[src/rtl/fp32_div_seq_if.sv]
// Operand/result handshake bundle for the sequential fp32 divider.
// Master drives operands and out_ready; slave is the divider.
interface fp32_div_seq_if;
  logic        in_valid;
  logic        in_ready;
  logic [33:0] X;
  logic [33:0] Y;
  logic        out_valid;
  logic        out_ready;
  logic [33:0] R;

  modport master (
    output in_valid, X, Y, out_ready,
    input  in_ready, out_valid, R
  );

  modport slave (
    input  in_valid, X, Y, out_ready,
    output in_ready, out_valid, R
  );
endinterface

[src/rtl/fp32_div_seq.sv]
// Iterative fp32 divider, 34-bit exception-tagged format.
// Restoring radix-2 mantissa division, one quotient bit per cycle.
module fp32_div_seq (
  input  logic           clk,
  input  logic           rst_n,
  fp32_div_seq_if.slave  bus
);

  typedef enum logic [1:0] {
    IDLE,
    DIV,
    ROUND,
    DONE
  } state_t;

  state_t      st;
  logic [4:0]  cnt;
  logic [24:0] rem;
  logic [25:0] q;
  logic [10:0] xh;
  logic [33:0] yr;

  logic [25:0] t;
  logic [24:0] rem_n;

  always_comb begin
    t     = {1'b0, rem} - {2'b00, 1'b1, yr[22:0]};
    rem_n = t[25] ? rem : t[24:0];
  end

  logic [1:0]        xe;
  logic [1:0]        ye;
  logic              nan;
  logic              inf;
  logic              zro;
  logic              s;
  logic signed [9:0] eb;
  logic signed [9:0] er;
  logic [22:0]       frac;
  logic [22:0]       fr;
  logic              g;
  logic              sk;
  logic              inc;
  logic              cy;
  logic [33:0]       res;

  always_comb begin
    xe  = xh[10:9];
    ye  = yr[33:32];
    nan = (xe == 2'b11) || (ye == 2'b11) ||
          (xe == 2'b00 && ye == 2'b00) ||
          (xe == 2'b10 && ye == 2'b10);
    inf = (xe == 2'b10) || (xe == 2'b01 && ye == 2'b00);
    zro = (xe == 2'b00) || (xe == 2'b01 && ye == 2'b10);
    s   = xh[8] ^ yr[31];
    eb  = $signed({2'b00, xh[7:0]}) -
          $signed({2'b00, yr[30:23]});
    if (q[25]) begin
      frac = q[24:2];
      g    = q[1];
      sk   = q[0] | (|rem);
      eb   = eb + 10'sd127;
    end else begin
      frac = q[23:1];
      g    = q[0];
      sk   = |rem;
      eb   = eb + 10'sd126;
    end
    inc       = g & (sk | frac[0]);
    {cy, fr}  = {1'b0, frac} + {23'd0, inc};
    // A carry out wraps fr to zero; only the exponent moves.
    er        = eb + $signed({9'd0, cy});
    if (nan)
      res = 34'h300000000;
    else if (inf)
      res = {2'b10, s, 31'd0};
    else if (zro)
      res = {2'b00, s, 31'd0};
    else if (er > 10'sd255)
      res = {2'b10, s, 31'd0};
    else if (er < 10'sd0)
      res = {2'b00, s, 31'd0};
    else
      res = {2'b01, s, er[7:0], fr};
  end

  always_ff @(posedge clk or negedge rst_n) begin
    if (!rst_n) begin
      st            <= IDLE;
      cnt           <= '0;
      rem           <= '0;
      q             <= '0;
      xh            <= '0;
      yr            <= '0;
      bus.in_ready  <= 1'b1;
      bus.out_valid <= 1'b0;
      bus.R         <= '0;
    end else begin
      unique case (st)
        IDLE: begin
          if (bus.in_valid) begin
            xh           <= bus.X[33:23];
            yr           <= bus.Y;
            rem          <= {2'b01, bus.X[22:0]};
            q            <= '0;
            cnt          <= 5'd25;
            bus.in_ready <= 1'b0;
            st           <= DIV;
          end
        end
        DIV: begin
          rem <= rem_n << 1;
          q   <= {q[24:0], ~t[25]};
          cnt <= cnt - 5'd1;
          if (cnt == 5'd0)
            st <= ROUND;
        end
        ROUND: begin
          bus.R         <= res;
          bus.out_valid <= 1'b1;
          st            <= DONE;
        end
        DONE: begin
          if (bus.out_ready) begin
            bus.out_valid <= 1'b0;
            bus.in_ready  <= 1'b1;
            st            <= IDLE;
          end
        end
      endcase
    end
  end

endmodule

[src/flat_wrapper.sv]
// flat-port wrapper written by rule: the top's interface ports become plain ports
module fp32_div_seq_flat 
  (clk, rst_n, bus_in_valid, bus_X, bus_Y, bus_out_ready, bus_in_ready, bus_out_valid, bus_R);
  fp32_div_seq_if bus_i ();
  input  logic clk;
  input  logic rst_n;
  input wire logic [$bits(bus_i.in_valid)-1:0] bus_in_valid;
  input wire logic [$bits(bus_i.X)-1:0] bus_X;
  input wire logic [$bits(bus_i.Y)-1:0] bus_Y;
  input wire logic [$bits(bus_i.out_ready)-1:0] bus_out_ready;
  output wire logic [$bits(bus_i.in_ready)-1:0] bus_in_ready;
  output wire logic [$bits(bus_i.out_valid)-1:0] bus_out_valid;
  output wire logic [$bits(bus_i.R)-1:0] bus_R;
  assign bus_i.in_valid = bus_in_valid;
  assign bus_i.X = bus_X;
  assign bus_i.Y = bus_Y;
  assign bus_i.out_ready = bus_out_ready;
  assign bus_in_ready = bus_i.in_ready;
  assign bus_out_valid = bus_i.out_valid;
  assign bus_R = bus_i.R;
  fp32_div_seq u_core (.clk(clk), .rst_n(rst_n), .bus(bus_i));
endmodule
[config.mk]
export PLATFORM = sky130hd
export DESIGN_NAME = fp32_div_seq_flat
export DESIGN_NICKNAME = d
export VERILOG_FILES = /design/src/rtl/fp32_div_seq_if.sv /design/src/rtl/fp32_div_seq.sv /design/src/flat_wrapper.sv
export SDC_FILE = /design/constraint.sdc
export NUM_CORES = 1
export LEC_CHECK = 0
export CAP_MARGIN = 20
export CORE_ASPECT_RATIO = 1.5
export CORE_MARGIN = 3
export CORE_UTILIZATION = 59
export CTS_BUF_LIST = sky130_fd_sc_hd__clkbuf_8
export DETAILED_ROUTE_END_ITERATION = 10
export PLACE_DENSITY = 0.84
export SLEW_MARGIN = 20
export SYNTH_ARGS = -nofsm -noshare
export SYNTH_HDL_FRONTEND = slang
export SYNTH_SLANG_ARGS = --single-unit
[constraint.sdc]
create_clock -name clk -period 5.15 [get_ports clk]
set_input_delay 1.03 -clock clk [delete_from_list [all_inputs] [get_ports clk]]
set_output_delay 1.03 -clock clk [all_outputs]
set_load 0.01 [all_outputs]
Word-level counts from Yosys, hierarchy flattened
Cells that the tools add are included.

word-level totals
  register bits after elaboration = 139
  input port bits = 72
  output and inout port bits = 36

operators by class
  add/subtract/negate cells = 7
  $lt $le $gt $ge = 2
  equality and inequality tests = 11
  multiplexer cells = 25
  bitwise operators = 5
  reductions and logical operators = 22

operators with widths
  operator                                                                       number
  34-bit two-way mux                                                             4
  26-bit case mux with 2 select lines                                            1
  25-bit case mux with 2 select lines                                            1
  33-bit two-way mux                                                             1
  26-bit two-way mux                                                             1
  25-bit by 24-bit subtractor with 26-bit output                                 1
  25-bit two-way mux                                                             1
  25-bit OR reduction                                                            1
  23-bit by 1-bit adder with 24-bit output                                       1
  24-bit two-way mux                                                             1
  23-bit two-way mux                                                             1
  10-bit by 8-bit adder with 10-bit output, second input constant                2
  2-bit equality test, second input constant                                     6
  10-bit by 2-bit adder with 10-bit output                                       1
  10-bit by 9-bit > comparator with 1-bit output, second input constant          1
  10-bit by 1-bit less-than comparator with 1-bit output, second input constant  1
  10-bit two-way mux                                                             1
  5-bit case mux with 2 select lines                                             1
  8-bit by 8-bit subtractor with 9-bit output                                    1
  2-bit case mux with 4 select lines                                             1
  2-bit zero test                                                                3
  2-bit two-way mux                                                              3
  2-bit AND reduction                                                            3
  3-bit AND reduction                                                            2
  other kinds (15)                                                               32

Logic depth before layout (Yosys ltp)
  word-level depth = 13
  mapped depth = 18

Worst setup path after synthesis
OpenSTA, ideal clock, no wires.

  kind = register to register
  start point = register u_core.q[25]
  end point = register u_core.bus.R[10]
  library setup time = 0.081 ns
  data arrival time = 3.548 ns
  required time = 5.069 ns
  setup slack = 1.520 ns
  stages on the path, launching flop included = 17
  buffers on the path = 3
  path through = dfrtp_1 buf_2 nand2b_1 a211oi_1 and3_1 and2_1 clkbuf_1 nand2_1 nor3_1 ha_1 and3_1 nand3_1 or3_1 a211o_1 a21o_1 buf_6 o22ai_2

between the ends
  word-level cells in the longest chain between the ends = 11
  elaborated cells on any way between the ends = 15
  those cells by class = add/sub (2); order compare (2); mux (9); bitwise (2)

RTL lines
  what                                                            RTL line               RTL
  start: declaration                                              fp32_div_seq.sv:19     logic [25:0] q;
  start signal: assignment                                        fp32_div_seq.sv:113    q <= {q[24:0], ~t[25]};
  1-bit two-way mux / 23-bit two-way mux (equally long branches)  fp32_div_seq.sv:58     if (q[25]) begin
  1-bit OR                                                        fp32_div_seq.sv:69     inc = g & (sk | frac[0]);
  1-bit AND                                                       fp32_div_seq.sv:69
  23-bit by 1-bit adder with 24-bit output                        fp32_div_seq.sv:70     {cy, fr} = {1'b0, frac} + {23'd0, inc};
  10-bit by 2-bit adder with 10-bit output                        fp32_div_seq.sv:72     er = eb + $signed({9'd0, cy});
  10-bit by 1-bit less-than comparator with 1-bit output          fp32_div_seq.sv:81     else if (er < 10'sd0)
  33-bit two-way mux                                              fp32_div_seq.sv:81
  34-bit two-way mux *                                            fp32_div_seq.sv:79     else if (er > 10'sd255)
  34-bit two-way mux *                                            fp32_div_seq.sv:77     else if (zro)
  34-bit two-way mux *                                            fp32_div_seq.sv:75     else if (inf)
  34-bit two-way mux *                                            fp32_div_seq.sv:73     if (nan)
  end signal: assignment                                          fp32_div_seq.sv:119    bus.R <= res;
  end: declaration                                                fp32_div_seq_if.sv:19  output in_ready, out_valid, R

Every way passes the cells marked *; elsewhere a longest branch is shown, timed or not.
A chain may end at the register's enable or synchronous reset.

Worst setup path in the final report
  start point = register u_core.q[25]
  end point = register u_core.bus.R[6]

The elaborated chain is that of the path after synthesis.

==> impl_metrics.toml <==
[status]
status = "finished, final reports clean"

[timing]
timing.final.crit_share = 0.809
timing.hold.ws_ps = 505
finalHoldViolations = 0
finClkSkew_ps = 9.61
worst_pin_slew_ps = 972
setup_repair_after_global_routing_missed_its_margin = "no"
fmax_ghz = 0.240
maxSlewViolCount = 0
setup_tns_ps = 0
final.setup.worst_slack_ps = 985
post-route-min-period_ps = 4170
maxSlewHeadroom = 0.350
final-setup-viol-count = 0

[placement]
post-place-ws_ps = 995
detailed_placement_wirelength_estimate_um = 14300
buffer_ports.inserted = 107
gp_routability_congestion = 0.906

[synth]
postSynthNetCount = 1048
postSynthRegisterBits = 139
post_synth_inst_count = 931
synth-edff-count = 0
synth_largest_type_area_fraction = 0.383
synth_commonest_cells = "sky130_fd_sc_hd__dfrtp_1, sky130_fd_sc_hd__inv_1, sky130_fd_sc_hd__a21oi_1"
asyncSetResetFlopFracSynth = 1.00
synth.avg_cell_area_um2 = 9.70
synth.yosys.seq_area_share = 0.385
ys_top_cells_by_area = "sky130_fd_sc_hd__dfrtp_1, sky130_fd_sc_hd__mux2_2, sky130_fd_sc_hd__ha_1, sky130_fd_sc_hd__o22ai_2, sky130_fd_sc_hd__inv_1"
netlist-cell-type-count = 77
synth_area_leader = "sky130_fd_sc_hd__dfrtp_1"
ys_dominant_reg_cell = "sky130_fd_sc_hd__dfrtp_1"
post_synth_instance_area_um2 = 9030
yosysWarningCount = 0
yosysMostFrequentCell = "sky130_fd_sc_hd__dfrtp_1"

[global_route]
number_of_global_route_vias_before_repair = 7217
largest_net_degree_at_the_start_of_global_routing = 59
initial_antenna_violation_count = 0
overall_global_routing_resource_usage = 0.245
grt_pass1_wl_um = 33400
gr-total-overflow = 0

[routing]
route.detailed.drc = 0
average_routed_wire_per_standard_cell_um = 16.4
finalWirelength_um = 20000
drt_first_iter_violations = 300
route.detailed.vias_per_inst = 5.94
route.vias.total = 7271
drt.antenna.violating_nets = 0
drt-pass1-iter-count = 5

[clock_tree]
post_cts.repair.setup_buffers = 0
ctsHoldBuffers = 0
cts.root.buffer_cell = "sky130_fd_sc_hd__clkbuf_8"
cts_inserted_buffers = 17
cts.path.max_buffers = 2
cts_resized = 0
cts_max_level = 4
numClockSinks = 139
cts_tree = "built"
worstSkewPairLatency_ps = 440
cts.reportedPaths.clkPinSlew_ps = 80

[job]
max_cap_violations = 0

[hold_path]
holdCritStartpoint = "u_core.cnt[0]"
hold_path_class = "flop to flop"
min_to = "u_core.cnt[0]"
worstHoldPathCells = 1

[layout]
areaGrowthSynthToFinish_pct = 18.6
insertedDiodeCount = 0
count_of_filler_cells_inserted_in_the_layout = 1086
final_net_count = 1132
area_of_the_multi_input_gates_um2 = 5020
final_layout_size_suffix_gt1_frac = 0.146
register_area_um2 = 3480
final_core_utilization = 0.724

[floorplan]
top_level_ports = 108
row_count = 54
die_x_um = 107
placeableCoreArea_um2 = 14800
die_y_um = 157
initial_utilization = 0.610
die-area_um2 = 16900

[worst_setup_path]
critPathMaxStageDelay_ps = 550
combined_buffer_and_inverter_count_along_the_critical_path = 2
setup.worst_path.start_class = "flop"
ff2ff_path_depth = 16
timing.reg2reg.setup_slack_ps = 980
worst-endpoint-required_ps = 5450
crit_chain = "nand2b_1 -> a211oi_1 -> buf_4 -> and3_1 -> and2_1 -> nand2_1 -> nor3_1 -> ha_1 -> ha_1 -> nand3_1 -> a21oi_1 -> nand3b_2 -> nand3_1 -> a21o_1 -> buf_4 -> o22ai_1"
worstSetupPathType = "flop to flop"
worst_r2r_endpoint = "u_core.bus.R[6]"
worstPathArrival_ps = 4470
end_kind = "flop"
critical_path.reg2reg.startpoint = "u_core.q[25]"
critical-path-top-delay-family = "simple AND/OR/NAND/NOR gates"
critPathMaxFanout = 26
critPathSlowestCell = "sky130_fd_sc_hd__dfrtp_2"

[power_and_ir_drop]
total_leakage_power_nw = 4.61
power_per_cell_area_nw_per_um2 = 680
irDropWorstVdd_mv = 0.532
[per-stage QoR]
step | area [um2] | cells | total power, W
after floorplan | 9030 | 931 | 0.00517
after global placement | 10200 | 1192 | 0.00603
after detailed placement | 10200 | 1192 | 0.00615
after CTS | 10700 | 1224 | 0.00728
after global routing | 10700 | 1224 | 0.00788
final | 10700 | 1224 | 0.00729
[state kept, by name, summed over array words and instances (netlist names)]
signal / flops
u_core.bus.R: 34
u_core.bus.in_ready: 1
u_core.bus.out_valid: 1
u_core.cnt: 5
u_core.q: 26
u_core.rem: 25
u_core.st: 2
u_core.xh: 11
u_core.yr: 34
[worst max path at each step]
stage / startpoint / endpoint / slack, ps / cells after the start
after detailed placement: u_core.q[25] / u_core.bus.R[10] / 1000 / 16
after global routing: u_core.q[25] / u_core.bus.R[1] / 650 / 16
after global placement: u_core.q[25] / u_core.bus.R[6] / 1180 / 16
after CTS: u_core.q[25] / u_core.bus.R[1] / 930 / 16
final: u_core.q[25] / u_core.bus.R[6] / 980 / 16
after floorplan: u_core.q[25] / u_core.bus.R[10] / 1520 / 16
[cell families (layout without fill, tap and decap cells)]
logic type / Yosys count / after routing / share of synthesized area
adders and majority gates: 45 / 45 / 0.0632
and+or+nand+nor: 209 / 209 / 0.118
xor gates and xnor gates: 72 / 72 / 0.0714
buffers and inverters: 138 / 235 / 0.0604
DFF: 139 / 139 / 0.385
AOI/OAI and AO/OA: 251 / 251 / 0.209
muxes: 77 / 77 / 0.0922
[power by group]
group	total (W)	switching, W	internal (W)
combinational	0.00447	0.00252	0.00196
sequential	0.00172	0.000289	0.00143
clock	0.00109	0.000449	0.000642
[area by class of cell]
type	count	area share
clock inverter	14	0.0224
multi-input combinational	654	0.468
inverter	84	0.0294
timing repair buffer	119	0.109
tap	196	0.0229
sequential	139	0.325
clock buffer	18	0.0231
[placed cells by master (no fill, tap or decap), drive strengths merged, types with 7 or more instances in the layout]
cell type      synthesis  layout
dfrtp                138     138
clkbuf                37      18
a22o                  26      26
mux2i                 28      28
nor4                   9       9
nor2                  49      49
nand2                 53      53
nand3                 25      25
o21ai                 51      51
a21o                  19      19
inv                   84      87
a211oi                 7       7
o22ai                 34      34
ha                    44      44
a21oi                 60      60
clkdlybuf4s50          0     106
or3                    9       9
a31oi                  7       7
and3                  18      18
buf                   17      13
xor2                  36      36
xnor2                 35      35
nand4                  9       9
nor3                   8       8
mux2                  49      49
[routing by layer]
layer	up-vias	wire [um]	GRT usage
met5	-	0	0
met4	0	493	0.0902
met3	45	815	0.0414
met2	216	10700	0.448
met1	3531	8000	0.286
li1	3479	-	-
[worst register-to-register path, delay by kind of cell (launching register included)]
kind / cells / cell delay [ps]
compound gates: 4 / 890
buf+inv: 2 / 580
simple gates: 8 / 1590
fa+ha+maj: 2 / 410
flops: 1 / 550
Note: power is estimated with default switching activity, not from simulation.
